--- config.mk ---
export PLATFORM = sky130hd
export DESIGN_NAME = maxpool_window9_gen
export DESIGN_NICKNAME = d
export VERILOG_FILES = /design/src/rtl/maxpool_window9_gen_pkg.sv /design/src/rtl/maxpool_window9_gen_line_buffer.sv /design/src/rtl/maxpool_window9_gen.sv
export SDC_FILE = /design/constraint.sdc
export NUM_CORES = 2
export LEC_CHECK = 0
export CORE_ASPECT_RATIO = 0.5
export CORE_MARGIN = 5
export CORE_UTILIZATION = 60
export CTS_BUF_LIST = sky130_fd_sc_hd__clkbuf_8
export CTS_CLUSTER_DIAMETER = 120
export DETAILED_ROUTE_END_ITERATION = 10
export GPL_TIMING_DRIVEN = 0
export PLACE_DENSITY = 0.84
export RECOVER_POWER = 25
export SKIP_CTS_REPAIR_TIMING = 1
export SLEW_MARGIN = 20
export SYNTH_ARGS = -nofsm -noshare
export SYNTH_HDL_FRONTEND = slang
export SYNTH_SLANG_ARGS = --single-unit
--- constraint.sdc ---
create_clock -name clk -period 94.1 [get_ports clk]
set_input_delay 18.82 -clock clk [delete_from_list [all_inputs] [get_ports clk]]
set_output_delay 18.82 -clock clk [all_outputs]
set_load 0.005 [all_outputs]
--- src/rtl/maxpool_window9_gen_pkg.sv ---
`default_nettype none
// ============================================================================
// Module      : maxpool_window9_gen_pkg
// Description : Shared constants and helpers for the SPPF 9x9 max-pool path
//               (window generator, max unit, SPPF controller).
//               K            : window edge length (9)
//               PAD          : border padding on each side (4)
//               FP16_NEG_INF : FP16 -inf, the neutral element for max
//               win_idx(r,c) : flattened window element index k = r*9 + c
// Revision    : 1.0 - initial release
// ============================================================================
package maxpool_window9_gen_pkg;

   localparam int K              = 9;
   localparam int PAD            = 4;
   localparam int DATA_WIDTH_DEF = 16;
   localparam logic [15:0] FP16_NEG_INF = 16'hFC00;

   typedef enum logic [0:0] {
      ST_RUN   = 1'b0,
      ST_DRAIN = 1'b1
   } mwg_state_e;

   // Element k of a flattened window lives at bits [DW*k +: DW].
   function automatic int win_idx(input int r, input int c);
      return r * K + c;
   endfunction

endpackage
`default_nettype wire

--- src/rtl/maxpool_window9_gen_line_buffer.sv ---
`default_nettype none
// ============================================================================
// Module      : mwg_line_buffer
// Description : Single-row delay line of DEPTH entries with shift enable.
//               dout is the sample written DEPTH enabled cycles earlier,
//               i.e. the same column of the previous padded row.
//               Written as a plain shift chain so it maps onto SRLs.
// Ports       : clk  - clock
//               en   - shift enable (one padded position consumed)
//               din  - new sample
//               dout - sample delayed by DEPTH enabled shifts
// Revision    : 1.0 - initial release
// ============================================================================
module mwg_line_buffer
   import maxpool_window9_gen_pkg::*;
#(
   parameter int DATA_WIDTH = DATA_WIDTH_DEF,
   parameter int DEPTH      = 28
) (
   input  logic                  clk,
   input  logic                  en,
   input  logic [DATA_WIDTH-1:0] din,
   output logic [DATA_WIDTH-1:0] dout
);

   // No reset: contents are fully overwritten by top padding before use.
   logic [DEPTH-1:0][DATA_WIDTH-1:0] mem_q;
   logic [DEPTH-1:0][DATA_WIDTH-1:0] mem_d;

   always_comb begin
      mem_d = mem_q;
      if (en) begin
         mem_d = {mem_q[DEPTH-2:0], din};
      end
   end

   always_ff @(posedge clk) begin
      mem_q <= mem_d;
   end

   assign dout = mem_q[DEPTH-1];

endmodule
`default_nettype wire

--- src/rtl/maxpool_window9_gen.sv ---
`default_nettype none
// ============================================================================
// Module      : maxpool_window9_gen
// Description : Streaming 9x9 window generator for the SPPF max-pool unit.
//               Scans a virtual (IMG_H+8)x(IMG_W+8) padded grid; in-image
//               positions consume one raster-order pixel, border positions
//               inject PAD_VALUE. Emits one flattened window per image
//               pixel (stride 1, same size).
// Ports       : clk, rst               - clock, sync active-high reset
//               in_valid/in_ready/in_data   - pixel input handshake
//               out_valid/out_ready/out_window/out_last - window output,
//                 element k=r*9+c at bits [DW*k +: DW], out_last marks the
//                 final window of a frame
//               stall_cnt              - (MWG_PERF_CNT_EN only) saturating
//                 count of cycles with out_valid && !out_ready
// Options     : define MWG_PERF_CNT_EN to add the stall_cnt port
// Revision    : 1.0 - initial release
// ============================================================================
module maxpool_window9_gen
   import maxpool_window9_gen_pkg::*;
#(
   parameter int                    DATA_WIDTH = DATA_WIDTH_DEF,
   parameter int                    IMG_W      = 20,
   parameter int                    IMG_H      = 20,
   parameter logic [DATA_WIDTH-1:0] PAD_VALUE  = DATA_WIDTH'(FP16_NEG_INF)
) (
   input  logic                     clk,
   input  logic                     rst,
   input  logic                     in_valid,
   output logic                     in_ready,
   input  logic [DATA_WIDTH-1:0]    in_data,
   output logic                     out_valid,
   input  logic                     out_ready,
   output logic [DATA_WIDTH*81-1:0] out_window,
   output logic                     out_last
`ifdef MWG_PERF_CNT_EN
   ,
   output logic [31:0]              stall_cnt
`endif
);

   localparam int c_wp = IMG_W + 2 * PAD;
   localparam int c_hp = IMG_H + 2 * PAD;
   localparam int c_cw = $clog2(c_wp);
   localparam int c_rw = $clog2(c_hp);
   localparam int c_nw = DATA_WIDTH * K * K;

   localparam logic [c_cw-1:0] c_col_lo   = c_cw'(PAD);
   localparam logic [c_cw-1:0] c_col_hi   = c_cw'(IMG_W + PAD);
   localparam logic [c_cw-1:0] c_col_last = c_cw'(c_wp - 1);
   localparam logic [c_cw-1:0] c_col_win  = c_cw'(K - 1);
   localparam logic [c_rw-1:0] c_row_lo   = c_rw'(PAD);
   localparam logic [c_rw-1:0] c_row_hi   = c_rw'(IMG_H + PAD);
   localparam logic [c_rw-1:0] c_row_img  = c_rw'(IMG_H + PAD - 1);
   localparam logic [c_rw-1:0] c_row_last = c_rw'(c_hp - 1);
   localparam logic [c_rw-1:0] c_row_win  = c_rw'(K - 1);

   logic [c_rw-1:0] srow_q, srow_d;
   logic [c_cw-1:0] scol_q, scol_d;
   mwg_state_e      state_q, state_d;
   logic            out_valid_q, out_valid_d;
   logic            out_last_q, out_last_d;
   logic [c_nw-1:0] win_q, win_d;

   logic                            inimg;
   logic                            out_free;
   logic                            adv;
   logic                            win_here;
   logic                            past_img;
   logic [DATA_WIDTH-1:0]           sample;
   logic [K-2:0][DATA_WIDTH-1:0]    lb_in;
   logic [K-2:0][DATA_WIDTH-1:0]    tap;
   logic [K-1:0][DATA_WIDTH-1:0]    new_col;

   assign inimg    = (srow_q >= c_row_lo) && (srow_q < c_row_hi) &&
                     (scol_q >= c_col_lo) && (scol_q < c_col_hi);
   assign out_free = !out_valid_q || out_ready;
   assign adv      = (!inimg || in_valid) && out_free;
   assign in_ready = inimg && out_free && (state_q == ST_RUN) && !rst;
   assign sample   = inimg ? in_data : PAD_VALUE;

   // tap[i] is the sample (i+1) padded rows above the current position.
   generate
      for (genvar i = 0; i < K - 1; i++) begin : g_lb
         if (i == 0) begin : g_head
            assign lb_in[i] = sample;
         end else begin : g_link
            assign lb_in[i] = tap[i-1];
         end
         mwg_line_buffer #(
            .DATA_WIDTH (DATA_WIDTH),
            .DEPTH      (c_wp)
         ) u_lb (
            .clk  (clk),
            .en   (adv),
            .din  (lb_in[i]),
            .dout (tap[i])
         );
      end
   endgenerate

   // New right column, top row (oldest) first; bottom row is the live sample.
   always_comb begin
      new_col = '0;
      for (int r = 0; r < K - 1; r++) begin
         new_col[r] = tap[K-2-r];
      end
      new_col[K-1] = sample;
   end

   always_comb begin
      win_d = win_q;
      if (adv) begin
         for (int r = 0; r < K; r++) begin
            for (int c = 0; c < K - 1; c++) begin
               win_d[win_idx(r, c) * DATA_WIDTH +: DATA_WIDTH] =
                  win_q[win_idx(r, c + 1) * DATA_WIDTH +: DATA_WIDTH];
            end
            win_d[win_idx(r, K - 1) * DATA_WIDTH +: DATA_WIDTH] = new_col[r];
         end
      end
   end

   // Window after this shift is complete once the scan has covered 9 rows
   // and 9 columns of the padded grid (bottom-right corner at the sample).
   assign win_here = (srow_q >= c_row_win) && (scol_q >= c_col_win);

   always_comb begin
      srow_d      = srow_q;
      scol_d      = scol_q;
      out_valid_d = out_valid_q;
      out_last_d  = out_last_q;
      if (adv) begin
         if (scol_q == c_col_last) begin
            scol_d = '0;
            srow_d = (srow_q == c_row_last) ? '0 : srow_q + 1'b1;
         end else begin
            scol_d = scol_q + 1'b1;
         end
         out_valid_d = win_here;
         out_last_d  = win_here && (srow_q == c_row_last) && (scol_q == c_col_last);
      end else if (out_ready) begin
         out_valid_d = 1'b0;
         out_last_d  = 1'b0;
      end
   end

   // Next position lies beyond the final in-image pixel of the frame.
   assign past_img = (srow_d > c_row_img) ||
                     ((srow_d == c_row_img) && (scol_d >= c_col_hi));

   always_comb begin
      state_d = state_q;
      case (state_q)
         ST_RUN: begin
            if (adv && past_img) state_d = ST_DRAIN;
         end
         ST_DRAIN: begin
            if (adv && (srow_d == '0) && (scol_d == '0)) state_d = ST_RUN;
         end
         default: state_d = ST_RUN;
      endcase
   end

   always_ff @(posedge clk) begin
      if (rst) begin
         srow_q      <= '0;
         scol_q      <= '0;
         state_q     <= ST_RUN;
         out_valid_q <= 1'b0;
         out_last_q  <= 1'b0;
      end else begin
         srow_q      <= srow_d;
         scol_q      <= scol_d;
         state_q     <= state_d;
         out_valid_q <= out_valid_d;
         out_last_q  <= out_last_d;
      end
   end

   // Window data is not reset: it is refilled before out_valid can rise.
   always_ff @(posedge clk) begin
      win_q <= win_d;
   end

   assign out_valid  = out_valid_q;
   assign out_last   = out_last_q;
   assign out_window = win_q;

`ifdef MWG_PERF_CNT_EN
   logic [31:0] stall_cnt_q, stall_cnt_d;

   always_comb begin
      stall_cnt_d = stall_cnt_q;
      if (out_valid_q && !out_ready && (stall_cnt_q != 32'hFFFF_FFFF)) begin
         stall_cnt_d = stall_cnt_q + 32'd1;
      end
   end

   always_ff @(posedge clk) begin
      if (rst) begin
         stall_cnt_q <= '0;
      end else begin
         stall_cnt_q <= stall_cnt_d;
      end
   end

   assign stall_cnt = stall_cnt_q;
`endif

endmodule
`default_nettype wire
==> impl_metrics.tcl <==
set metrics [dict create \
    status "completed" \
    synth-edff-count 3728 \
    intPower_mw 2.57 \
    ant_nets 0 \
    synthSimpleGateAreaFrac 0.00306 \
    wl_mm 206 \
    powerDensity_nw_per_um2 21.9 \
    first_iter_violations 4017 \
    grt_pass1_wl_mm 305 \
    dieArea_sq_um 212000 \
    via_per_inst 4.89 \
    numClockSinks 3741 \
    ios 1319 \
    crit_slowest_cell "clkdlybuf4s50_1" \
    clk_latency_ps 960 \
    fin_worst_skew_ps 69.8 \
    p_leak_nw 55.8 \
    tightest_slew_ps 1020 \
    start_util 0.606 \
    p_sw_frac 0.203 \
    crit_required_ps 75280 \
    post-route-drc-count 0 \
    numCtsBuffers 465 \
    slew-limit-headroom 0.319 \
    yosys_register_bits 3741 \
    met1_usage 0.224 \
    drv_slew 0 \
    fin_crit_ps 39350 \
    syn_area_sq_um 122000 \
    first_pass_iters 7 \
    whs_ps 387 \
    drv_cap 0 \
    grt_usage 0.187 \
    core_sq_um 201000 \
    synth_top_family_by_area "buffers and inverters" \
    met3_usage 0.0482 \
    drive_above_1_share 0.245 \
    finalHoldViolCount 0 \
    cts_htree_levels 5 \
    fp.dieH_um 328 \
    seq_area_frac_synth 0.923 \
    synth-adder-area-share 0.000411 \
    crit_arrival_ps 20530 \
    synthArstFlopShare 0 \
    fin_crit_sh 0.418 \
    final_common_cell "edfxtp_1" \
    critical_path_class "input port to output pin" \
    crit_fanout 7 \
    avgSynthCellArea_sq_um 24.3 \
    startpoint_type "input port" \
    rsz0062_at_grt "false" \
    place.gp.congestion 0.815 \
    cts.path.max_buffers 4 \
    vdd_drop_max_mv 0.0141 \
    ys_warn_count 0 \
    io_buffers 1318 \
    crit_path_cell_trace "clkdlybuf4s50_1 -> nand2b_1 -> clkbuf_1 -> and3_1 -> clkdlybuf4s50_1" \
    end_kind "output pin" \
    cts_tree "yes" \
    ys.flop_type "edfxtp_1" \
    syn_inst 5010 \
    synth_xor_area_frac 0 \
    cpMostUsedCell "clkdlybuf4s50_1" \
    final_nets 6842 \
    cpPeakStageDelay_ps 560 \
    timing.setup.tns_ps 0 \
    area_growth_pct 21.1 \
    gr-total-overflow 0 \
    final_cell_mix "edfxtp_1, clkdlybuf4s50_1, buf_4, clkbuf_8, inv_1" \
    fin_util 0.733 \
    grt_pass1_vias 50352 \
    power_frac_comb 0.045 \
    place_hpwl_mm 121 \
    grt_use_met2 0.331 \
    vias 48295 \
    fin_cells 9871 \
    antenna_found_initial 2 \
    rows 116 \
    die_w_um 647 \
    hold_class "flip-flop to flip-flop" \
    p_switching_mw 0.657 \
    p_seq_frac 0.623 \
    setup_viol 0 \
    synth_compound_area_frac 0.00209 \
    pwr-share-clk 0.333 \
    dp.cells 9065 \
    grt.busiest_layer "met2" \
    ys_types 45 \
    clkTransAtPathRegs_ps 70 \
    post_drt_wl_per_cell_um 20.9 \
    synthMuxAreaShare 0.000165 \
    cts-root-buf "clkbuf_8" \
    clock.fmax_ghz 0.0254 \
    grt_max_degree 189 \
    syn_nets 5034 \
]
-- layout make-up --
type / count / area [sq um]
tap: 2714 / 3400
multi-input combinational: 102 / 696
clock buffer: 469 / 6450
inverter: 6 / 38.8
fill: 10321 / 53600
antenna: 1 / 2.50
sequential: 3741 / 112000
clock inverter: 336 / 1930
timing repair buffer: 1341 / 13800
buffer: 1161 / 8700
-- cells in the mapped netlist, types with 2 or more instances --
| library cell | instances | area [sq um] |
|---|---|---|
| dfxtp_1 | 13 | 260 |
| and3_1 | 2 | 12.5 |
| nand2b_1 | 2 | 12.5 |
| inv_1 | 5 | 18.8 |
| o211ai_1 | 2 | 15.0 |
| nand3_1 | 8 | 40.0 |
| o21ai_0 | 3 | 15.0 |
| clkbuf_1 | 5 | 18.8 |
| mux2i_1 | 2 | 20.0 |
| buf_4 | 1154 | 8660 |
| or3_1 | 6 | 37.5 |
| buf_6 | 2 | 22.5 |
| o21a_1 | 2 | 15.0 |
| ha_1 | 4 | 50.1 |
| nor2_1 | 15 | 56.3 |
| a21oi_1 | 9 | 45.0 |
| and2_1 | 10 | 62.6 |
| nor3_1 | 5 | 25.0 |
| nand2_1 | 7 | 26.3 |
| edfxtp_1 | 3728 | 112000 |
| and4b_1 | 2 | 20.0 |
-- cells by family (layout without fill, tap and decap cells) --
group,Yosys count,in the layout
fa+ha+maj,4,4
other cells,0,1
buf+inv,1167,3313
mux,2,2
compound gates,30,30
simple gates,66,66
flops,3741,3741
-- power groups by stage --
stage | clock network, mW | registers (mW) | logic (mW)
6_report | 1.07 | 2.01 | 0.144
5_1_grt | 1.20 | 2.02 | 0.149
4_1_cts | 1.11 | 2.02 | 0.146
3_5_place_dp | 0 | 2.05 | 0.144
3_3_place_gp | 0 | 2.04 | 0.140
2_1_floorplan | 0 | 2.02 | 0.0518
-- per-layer routing --
layer,routed length [um],vias to the layer above
met5,0,-
met2,110000,1533
met3,12000,457
met4,7430,0
met1,77000,24562
li1,-,21743
-- sequential cells by signal, summed over array words and instances, names as in the netlist --
register / cells
g_lb.u_lb.mem_q: 2734
out_window: 866
g_lb.u_lb.dout: 128
scol_q: 5
srow_q: 5
out_last: 1
out_valid: 1
state_q: 1
-- through the flow --
step                instance area (sq um)  power, mW  worst slack [ps]
finish                             147000       3.23             54750
global route                       147000       3.37             54720
CTS                                147000       3.28             54750
detailed placement                 139000       2.19             54810
global placement                   138000       2.18             40770
floorplan                          122000       2.07             49030
-- worst max-delay path: cells and delay by family --
kind | cells | cell delay [ps]
simple gates | 2 | 330
buf+inv | 3 | 1370
-- path summary, 6_finish.rpt --
kind | start | endpoint | slack (ps) | cells past startpoint
max | out_ready | in_ready | 54750 | 5
min | g_lb[7].u_lb.mem_q[295]$_DFFE_PN_ | g_lb[7].u_lb.mem_q[311]$_DFFE_PN_ | 390 | 0
max reg2reg | srow_q[3]$_SDFF_PP0_ | out_window[230]$_DFFE_PN_ | 88200 | 9
min reg2reg | g_lb[7].u_lb.mem_q[295]$_DFFE_PN_ | g_lb[7].u_lb.mem_q[311]$_DFFE_PN_ | 390 | 0
(Power assumes the default switching activity.)
